--- config.mk ---
export PLATFORM = sky130hd
export DESIGN_NAME = wb_regfile_flat
export DESIGN_NICKNAME = d
export VERILOG_FILES = /design/src/rtl/wb_regfile_pkg.sv /design/src/rtl/wb_regfile_if.sv /design/src/rtl/wb_regfile_wb_mux.sv /design/src/rtl/wb_regfile.sv /design/src/flat_wrapper.sv
export SDC_FILE = /design/constraint.sdc
export NUM_CORES = 2
export LEC_CHECK = 0
export CORE_UTILIZATION = 47
export CTS_BUF_LIST = sky130_fd_sc_hd__clkbuf_8
export DETAILED_ROUTE_END_ITERATION = 16
export PLACE_DENSITY = 0.65
export SETUP_SLACK_MARGIN = 0.2
export SLEW_MARGIN = 10
export SYNTH_ARGS = -nofsm -noshare
export SYNTH_HDL_FRONTEND = slang
export SYNTH_SLANG_ARGS = --single-unit
--- constraint.sdc ---
create_clock -name clk -period 3.3 [get_ports clk]
set_input_delay 0.66 -clock clk [delete_from_list [all_inputs] [get_ports clk]]
set_output_delay 0.66 -clock clk [all_outputs]
set_load 0.02 [all_outputs]
--- src/rtl/wb_regfile_pkg.sv ---
// Shared types and opcode constants for the write-back stage.
// Build option: define RF_BYPASS_EN for same-cycle write-through reads.
package pipe_pkg;

    localparam int XLEN = 32;

    typedef logic [XLEN-1:0] word_t;
    typedef logic [4:0]      reg_idx_t;

    localparam logic [6:0] OP_LUI    = 7'b0110111;
    localparam logic [6:0] OP_AUIPC  = 7'b0010111;
    localparam logic [6:0] OP_LOAD   = 7'b0000011;
    localparam logic [6:0] OP_BUBBLE = 7'h00;

endpackage

--- src/rtl/wb_regfile_if.sv ---
// MEM/WB-to-register-file bus: pipeline inputs, decode read ports and
// the write-back/forwarding outputs. The slave side is the register file.
interface wb_regfile_if #(
    parameter int CNT_W = 64
);
    import pipe_pkg::*;

    word_t            result_in;
    word_t            read_data_in;
    logic             mem_to_reg_in;
    reg_idx_t         rd_in;
    logic             reg_write_in;
    word_t            imm_in;
    logic [6:0]       op_in;
    logic             U_type_in;
    reg_idx_t         rs1_addr;
    reg_idx_t         rs2_addr;
    word_t            rs1_data;
    word_t            rs2_data;
    word_t            wb_data;
    logic             wb_we;
    reg_idx_t         wb_rd;
    word_t            prev_wb_data;
    reg_idx_t         prev_wb_rd;
    logic [CNT_W-1:0] instret;

    modport master (
        output result_in, read_data_in, mem_to_reg_in, rd_in, reg_write_in,
               imm_in, op_in, U_type_in, rs1_addr, rs2_addr,
        input  rs1_data, rs2_data, wb_data, wb_we, wb_rd,
               prev_wb_data, prev_wb_rd, instret
    );

    modport slave (
        input  result_in, read_data_in, mem_to_reg_in, rd_in, reg_write_in,
               imm_in, op_in, U_type_in, rs1_addr, rs2_addr,
        output rs1_data, rs2_data, wb_data, wb_we, wb_rd,
               prev_wb_data, prev_wb_rd, instret
    );

endinterface

--- src/rtl/wb_regfile_wb_mux.sv ---
// Write-back value select: LUI immediate, then load data, then ALU result.
// AUIPC needs no special case since its sum already arrives as the ALU result.
module wb_mux
    import pipe_pkg::*;
(
    input  word_t      result_i,
    input  word_t      read_data_i,
    input  word_t      imm_i,
    input  logic       mem_to_reg_i,
    input  logic       u_type_i,
    input  logic [6:0] op_i,
    output word_t      wb_data_o
);

    // Priority select of the value to commit
    always_comb begin
        wb_data_o = result_i;
        if (u_type_i && (op_i == OP_LUI)) begin
            wb_data_o = imm_i;
        end else if (mem_to_reg_i) begin
            wb_data_o = read_data_i;
        end
    end

endmodule

--- src/rtl/wb_regfile.sv ---
// Write-back stage: 32x32 register file with two combinational read ports,
// one-cycle write-back history for forwarding, and retired-instruction count.
// Build option: RF_BYPASS_EN makes a read of the register being written
// return the new value in the same cycle; otherwise it returns the old value.
module wb_regfile
    import pipe_pkg::*;
#(
    parameter int NREGS = 32,
    parameter int CNT_W = 64
) (
    input  logic        clk,
    input  logic        rst,
    wb_regfile_if.slave bus
);

    word_t            wb_data_w;
    logic             wb_we_w;
    word_t            rs1_w;
    word_t            rs2_w;
    word_t            regs_q [NREGS];
    word_t            prev_wb_data_q, prev_wb_data_d;
    reg_idx_t         prev_wb_rd_q, prev_wb_rd_d;
    logic [CNT_W-1:0] instret_q, instret_d;

    wb_mux u_wb_mux (
        .result_i     (bus.result_in),
        .read_data_i  (bus.read_data_in),
        .imm_i        (bus.imm_in),
        .mem_to_reg_i (bus.mem_to_reg_in),
        .u_type_i     (bus.U_type_in),
        .op_i         (bus.op_in),
        .wb_data_o    (wb_data_w)
    );

    // Bubbles and x0 targets never commit, whatever reg_write_in says
    assign wb_we_w = bus.reg_write_in && (bus.rd_in != '0) && (bus.op_in != OP_BUBBLE);

    // Register array commit; x0 is never written so it stays zero
    always_ff @(posedge clk or negedge rst) begin
        if (!rst) begin
            for (int i = 0; i < NREGS; i++) begin
                regs_q[i] <= '0;
            end
        end else if (wb_we_w) begin
            regs_q[bus.rd_in] <= wb_data_w;
        end
    end

    // Combinational read ports with optional write-through bypass
    always_comb begin
        rs1_w = '0;
        rs2_w = '0;
        if (bus.rs1_addr != '0) rs1_w = regs_q[bus.rs1_addr];
        if (bus.rs2_addr != '0) rs2_w = regs_q[bus.rs2_addr];
`ifdef RF_BYPASS_EN
        // wb_we_w already implies rd_in != 0, so x0 reads are never bypassed
        if (wb_we_w && (bus.rs1_addr == bus.rd_in)) rs1_w = wb_data_w;
        if (wb_we_w && (bus.rs2_addr == bus.rd_in)) rs2_w = wb_data_w;
`endif
    end

    // Next state of the forwarding history and the retire counter
    always_comb begin
        prev_wb_data_d = prev_wb_data_q;
        prev_wb_rd_d   = '0;
        instret_d      = instret_q;
        if (wb_we_w) begin
            prev_wb_data_d = wb_data_w;
            prev_wb_rd_d   = bus.rd_in;
        end
        if (bus.op_in != OP_BUBBLE) begin
            instret_d = instret_q + CNT_W'(1);
        end
    end

    // History and counter registers
    always_ff @(posedge clk or negedge rst) begin
        if (!rst) begin
            prev_wb_data_q <= '0;
            prev_wb_rd_q   <= '0;
            instret_q      <= '0;
        end else begin
            prev_wb_data_q <= prev_wb_data_d;
            prev_wb_rd_q   <= prev_wb_rd_d;
            instret_q      <= instret_d;
        end
    end

    assign bus.rs1_data     = rs1_w;
    assign bus.rs2_data     = rs2_w;
    assign bus.wb_data      = wb_data_w;
    assign bus.wb_we        = wb_we_w;
    assign bus.wb_rd        = bus.rd_in;
    assign bus.prev_wb_data = prev_wb_data_q;
    assign bus.prev_wb_rd   = prev_wb_rd_q;
    assign bus.instret      = instret_q;

endmodule

--- src/flat_wrapper.sv ---
// flat-port wrapper written by rule: the top's interface ports become plain ports
module wb_regfile_flat import pipe_pkg::*;
#(
    parameter int NREGS = 32,
    parameter int CNT_W = 64
)
  (clk, rst, bus_result_in, bus_read_data_in, bus_mem_to_reg_in, bus_rd_in, bus_reg_write_in, bus_imm_in, bus_op_in, bus_U_type_in, bus_rs1_addr, bus_rs2_addr, bus_rs1_data, bus_rs2_data, bus_wb_data, bus_wb_we, bus_wb_rd, bus_prev_wb_data, bus_prev_wb_rd, bus_instret);
  wb_regfile_if #(.CNT_W(CNT_W)) bus_i ();
  input  logic clk;
  input  logic rst;
  input wire logic [$bits(bus_i.result_in)-1:0] bus_result_in;
  input wire logic [$bits(bus_i.read_data_in)-1:0] bus_read_data_in;
  input wire logic [$bits(bus_i.mem_to_reg_in)-1:0] bus_mem_to_reg_in;
  input wire logic [$bits(bus_i.rd_in)-1:0] bus_rd_in;
  input wire logic [$bits(bus_i.reg_write_in)-1:0] bus_reg_write_in;
  input wire logic [$bits(bus_i.imm_in)-1:0] bus_imm_in;
  input wire logic [$bits(bus_i.op_in)-1:0] bus_op_in;
  input wire logic [$bits(bus_i.U_type_in)-1:0] bus_U_type_in;
  input wire logic [$bits(bus_i.rs1_addr)-1:0] bus_rs1_addr;
  input wire logic [$bits(bus_i.rs2_addr)-1:0] bus_rs2_addr;
  output wire logic [$bits(bus_i.rs1_data)-1:0] bus_rs1_data;
  output wire logic [$bits(bus_i.rs2_data)-1:0] bus_rs2_data;
  output wire logic [$bits(bus_i.wb_data)-1:0] bus_wb_data;
  output wire logic [$bits(bus_i.wb_we)-1:0] bus_wb_we;
  output wire logic [$bits(bus_i.wb_rd)-1:0] bus_wb_rd;
  output wire logic [$bits(bus_i.prev_wb_data)-1:0] bus_prev_wb_data;
  output wire logic [$bits(bus_i.prev_wb_rd)-1:0] bus_prev_wb_rd;
  output wire logic [$bits(bus_i.instret)-1:0] bus_instret;
  assign bus_i.result_in = bus_result_in;
  assign bus_i.read_data_in = bus_read_data_in;
  assign bus_i.mem_to_reg_in = bus_mem_to_reg_in;
  assign bus_i.rd_in = bus_rd_in;
  assign bus_i.reg_write_in = bus_reg_write_in;
  assign bus_i.imm_in = bus_imm_in;
  assign bus_i.op_in = bus_op_in;
  assign bus_i.U_type_in = bus_U_type_in;
  assign bus_i.rs1_addr = bus_rs1_addr;
  assign bus_i.rs2_addr = bus_rs2_addr;
  assign bus_rs1_data = bus_i.rs1_data;
  assign bus_rs2_data = bus_i.rs2_data;
  assign bus_wb_data = bus_i.wb_data;
  assign bus_wb_we = bus_i.wb_we;
  assign bus_wb_rd = bus_i.wb_rd;
  assign bus_prev_wb_data = bus_i.prev_wb_data;
  assign bus_prev_wb_rd = bus_i.prev_wb_rd;
  assign bus_instret = bus_i.instret;
  wb_regfile #(.NREGS(NREGS), .CNT_W(CNT_W)) u_core (.clk(clk), .rst(rst), .bus(bus_i));
endmodule
# Word level (Yosys, flattened, before mapping)
# Index checks and enable logic that the tools add are counted.
# op_classes
bitwise_logic	3
multipliers	0
eq_ne	1
reduce_logical	8
div_mod_pow	0
shifts	0
n_addsub	1
mux	14
order_cmp	4
# op_table
op	count
1024-bit bitwise mux	1
32-bit binary-select mux with 5-bit select	2
32-bit two-way mux	9
32-bit demux with 5-bit select	1
64-bit by 1-bit adder with 64-bit output, second input constant	1
6-bit greater-or-equal comparator, second input constant	3
5-bit NOT with 6-bit output	3
5-bit nonzero test	3
7-bit by 6-bit equality test with 1-bit output, second input constant	1
7-bit nonzero test	1
6-bit by 1-bit less-than comparator with 1-bit output, second input constant	1
5-bit two-way mux	1
1-bit logical AND	4
# totals
output_inout_bits	203
romBits	0
word_cells	66
input_bits	123
mem_bits_rw	0
latch_bits	0
ff_bits	1125
memories	0

# Logic depth before layout (Yosys ltp)
# logic_depth
word_depth	6
mapped_depth	9
ltp_nobuf	6

# By module
# Synthesis repeated with hierarchy kept, for this count alone.
# hier_totals
cells_unflattened	3944
hier_area_um2	59303.1
# modules_own_cells
mod	cells_per_inst	seq_area_each_um2	area_per_inst_um2	n_inst
wb_regfile	3870	28152.0	58346.0	1
wb_mux	74	0.0	957.2	1

# Least setup slack after synthesis
# OpenSTA, ideal clock, no wires.
# synth_timing
path_kind	in2out
from	in bus_rs1_addr[1]
to	out bus_rs1_data[31]
path_slack_ns	-0.134
path_buffers	4
cell_stages	7
t_arrival_ns	2.774
required_time_ns	2.640
cell_sequence	clkbuf_2 buf_4 buf_2 nand2b_1 clkbuf_1 o22ai_1 a2111oi_0
# synth_via
elab_chain_cells	5
elab_cells_between_ends	6
classes_between	mux (4); bitwise (1); reduce/logical (1)
# synth_rtl
element	line	source
start: declaration	flat_wrapper.sv:19	input wire logic [$bits(bus_i.rs1_addr)-1:0] bus_rs1_addr;
5-bit NOT with 6-bit output (implied by the code)	wb_regfile.sv:53	if (bus.rs1_addr != '0) rs1_w = regs_q[bus.rs1_addr];
32-bit binary-select mux with 5-bit select	wb_regfile.sv:53	
32-bit two-way mux (implied by the code) (2 in a row)	wb_regfile.sv:53	
32-bit two-way mux *	wb_regfile.sv:53	
end: declaration	flat_wrapper.sv:21	output wire logic [$bits(bus_i.rs1_data)-1:0] bus_rs1_data;
# Mark *: on every way between the ends. The rest lies on a longest branch, timed or not. The select of a mux whose other input is x is not followed.

# Worst setup path in the final report
# layout_timing
from	reg u_core.regs_q[130] (netlist name)
to	out bus_rs2_data[2]
# layout_via
elab_chain_cells	4
# layout_rtl
element	line	source
start: declaration	wb_regfile.sv:20	word_t regs_q [NREGS];
start signal: indexed assignment	wb_regfile.sv:45	regs_q[bus.rd_in] <= wb_data_w;
32-bit binary-select mux with 5-bit select	wb_regfile.sv:54	if (bus.rs2_addr != '0) rs2_w = regs_q[bus.rs2_addr];
32-bit two-way mux (implied by the code) (2 in a row)	wb_regfile.sv:54	
32-bit two-way mux	wb_regfile.sv:54	
end: declaration	flat_wrapper.sv:22	output wire logic [$bits(bus_i.rs2_data)-1:0] bus_rs2_data;
# Every way passes these cells. The select of a mux whose other input is x is not followed.

==> flow_metrics.env <==
export IMPL_num_io_pins=326
export IMPL_syn_num_nets=5611
export IMPL_worstSetupPathType="register to output port"
export IMPL_yosysWarnings=0
export IMPL_ys_seq_elements=1122
export IMPL_antenna_found_initial=9
export IMPL_hold_violations=0
export IMPL_drt_initial_drc_count=6060
export IMPL_insertion_delay_ps=890
export IMPL_status="finished, violations left"
export IMPL_synth_top_area_share_pct=48.57
export IMPL_p_leak_nw=33.23
export IMPL_die_area_um2=124400
export IMPL_synth_seq_area_share_pct=48.57
export IMPL_grt_pass1_vias=47556
export IMPL_post_route_drc_count=0
export IMPL_routed_via_density=6.161
export IMPL_cts_root_buf="clkbuf_8"
export IMPL_rsz0062_at_grt="yes"
export IMPL_final_common_cell="nand2_1"
export IMPL_whs_ps=374.9
export IMPL_track_usage_pct=34.51
export IMPL_total_power_mw=41.70
export IMPL_drv_slew=0
export IMPL_dp_slack_ps=-385.4
export IMPL_slew_headroom_pct=54.03
export IMPL_worstSetupStartpointType="register"
export IMPL_min_path_cells=0
export IMPL_ir_drop_mv=0.4237
export IMPL_area_delta_synth_final_pct=26.73
export IMPL_wl_per_cell_um=27.39
export IMPL_critPathRequiredTime_ps=2640
export IMPL_cts_buffers=192
export IMPL_arrival_ps=2680
export IMPL_period_minus_slack_ps=3336
export IMPL_synth_edf_count=0
export IMPL_initial_core_util_pct=47.43
export IMPL_ant_nets=0
export IMPL_avgSynthCellArea_um2=10.54
export IMPL_syn_inst=5487
export IMPL_fill_cells=9861
export IMPL_dr_pass1_iters=8
export IMPL_fin_skew_ps=42.34
export IMPL_ctsLongestPathBuffers=3
export IMPL_fp_dieH_um=352.7
export IMPL_gp_congestion=0.9523
export IMPL_std_cell_rows=128
export IMPL_fmax_mhz=299.7
export IMPL_period_share_pct=101.1
export IMPL_layout_drive_gt1_share_pct=26.65
export IMPL_maxCapViolations=0
export IMPL_synthesis_area_um2=57810
export IMPL_grt_pass1_wl_um=315900
export IMPL_final_nets=6270
export IMPL_routed_wirelength_um=217300
export IMPL_die_w_um=352.7
export IMPL_core_area_um2=121900
export IMPL_final_util_pct=60.11
export IMPL_slowest_delay_ps=510
export IMPL_cts_tree="built"
export IMPL_async_reset_ff_share_pct=100.0
export IMPL_path_buf_inv=2
export IMPL_path_max_fanout=3
export IMPL_ys_types=57
export IMPL_path_cells="mux4_2 > mux2i_2 > nor2_1 > a31oi_2 > a21oi_2 > buf_4 > buf_6"
export IMPL_yosysTopAreaCell="dfrtp_1"
export IMPL_finalSetupViolCount=8
export IMPL_final_cell_mix="nand2_1 (1175), dfrtp_1 (1122), o21ai_0 (1026)"
export IMPL_ys_flop_type="dfrtp_1"
export IMPL_worstSetupEndpointType="output port"
export IMPL_path_depth=7
export IMPL_crit_slowest_cell="mux4_2"
export IMPL_hpwl_um=151500
export IMPL_yosys_top_cells_area="dfrtp_1 (49%), mux4_2 (14%), o21ai_0 (8.9%)"
export IMPL_powerDensity_nw_per_um2=569.2
export IMPL_holdCritPathClass="register to register"
export IMPL_cts_sinks=1122
export IMPL_vias=48880
export IMPL_reg2reg_depth=5
export IMPL_port_buffers=325
export IMPL_overflow=0
export IMPL_cp_top_family="multiplexers"
export IMPL_failed_checks="setup timing"
export IMPL_timing_setup_tns_ps=-168.5
export IMPL_grt_start_max_net_pins=113
export IMPL_path_clk_slew_ps=60
export IMPL_fin_ws_ps=-36.40
export IMPL_htree_levels=4
export IMPL_worst_pin_slew_ps=687.4
==> report_power, final <==
group / total [mW] / internal [mW] / leakage [nW] / switching, mW
Sequential: 18.3 / 16.3 / 14.6 / 2.00
Combinational: 9.73 / 4.82 / 16.3 / 4.91
Clock: 13.7 / 7.64 / 2.38 / 6.07
==> state kept, by name, indices dropped and copies added (netlist names) <==
signal / count
u_core.bus.instret: 64
u_core.bus.prev_wb_data: 32
u_core.bus.prev_wb_rd: 5
u_core.regs_q: 1021
==> metal layers <==
layer	wire [µm]	track usage, %
met5	309	1.698
met4	8334	13.90
met3	31370	14.63
met2	91320	48.46
met1	86000	46.88
==> stage by stage <==
stage	instances	instance area, µm²
after floorplan	5487	57820
after global placement	7466	67240
after detailed placement	7466	67240
after CTS	7854	72230
after global routing	7931	73250
final	7934	73260
==> timing repair <==
| action | 4_1_cts | 5_1_grt |
|---|---|---|
| setup buffers | 31 | 71 |
| gates cloned | 4 | 4 |
| hold buffers | 1 | 0 |
| endpoints found under the hold margin | 26 | 0 |
| endpoints found under the setup margin | 97 | 82 |
| gates resized for setup | 478 | 147 |
| pin swaps | 73 | 69 |
==> cell families after synthesis <==
group	share of synthesized area [%]
buf+inv	4.495
xor+xnor	0.9545
flops	48.57
simple gates	10.74
mux	21.17
compound gates	14.06
fa+ha+maj	0.02164
==> cell type report <==
| cell class | instances | area, µm² | area share (%) |
|---|---|---|---|
| clock buffers | 247 | 3400 | 4.640 |
| inverters | 41 | 153.9 | 0.2101 |
| diodes | 5 | 12.51 | 0.01708 |
| flip-flops and latches | 1122 | 28080 | 38.32 |
| clock inverters | 105 | 779.5 | 1.064 |
| multi-input cells | 3762 | 27990 | 38.21 |
| repair buffers | 1027 | 10810 | 14.76 |
| well taps | 1625 | 2033 | 2.775 |
==> cell usage after synthesis, types with 3 or more instances <==
cell type / number
nand2_1: 1189
dfrtp_1: 1122
o21ai_0: 1026
mux4_2: 361
mux2i_1: 354
clkbuf_1: 331
buf_2: 156
a21oi_1: 104
nor2_1: 82
a22oi_1: 64
mux2_2: 50
nor2b_1: 47
o211ai_1: 46
xnor2_1: 45
inv_1: 40
buf_1: 39
o22ai_1: 39
a211o_1: 38
a211oi_1: 38
a31oi_1: 38
and3_1: 36
buf_4: 33
o21a_1: 32
nand4_1: 29
o2111ai_1: 26
nand3_1: 21
xor2_1: 18
and4_1: 8
nand3_2: 8
nor3_1: 8
nor4_1: 8
and2_1: 7
nand3b_2: 7
nand2b_1: 3
nor3_4: 3
nor3b_1: 3
nor4_4: 3
or2_2: 3
==> final timing paths <==
check / start / end / slack [ps]
setup / recovery: u_core.regs_q[130] / bus_rs2_data[2] / -40
hold / removal: u_core.regs_q[993] / u_core.regs_q[993] / 370
setup reg to reg: u_core.bus.instret[5] / u_core.bus.instret[45] / 950
hold reg to reg: u_core.regs_q[993] / u_core.regs_q[993] / 370
max in group asynchronous: rst / u_core.regs_q[858] / 1850
min in group asynchronous: rst / u_core.regs_q[114] / 380
(Power assumes the default switching activity.)
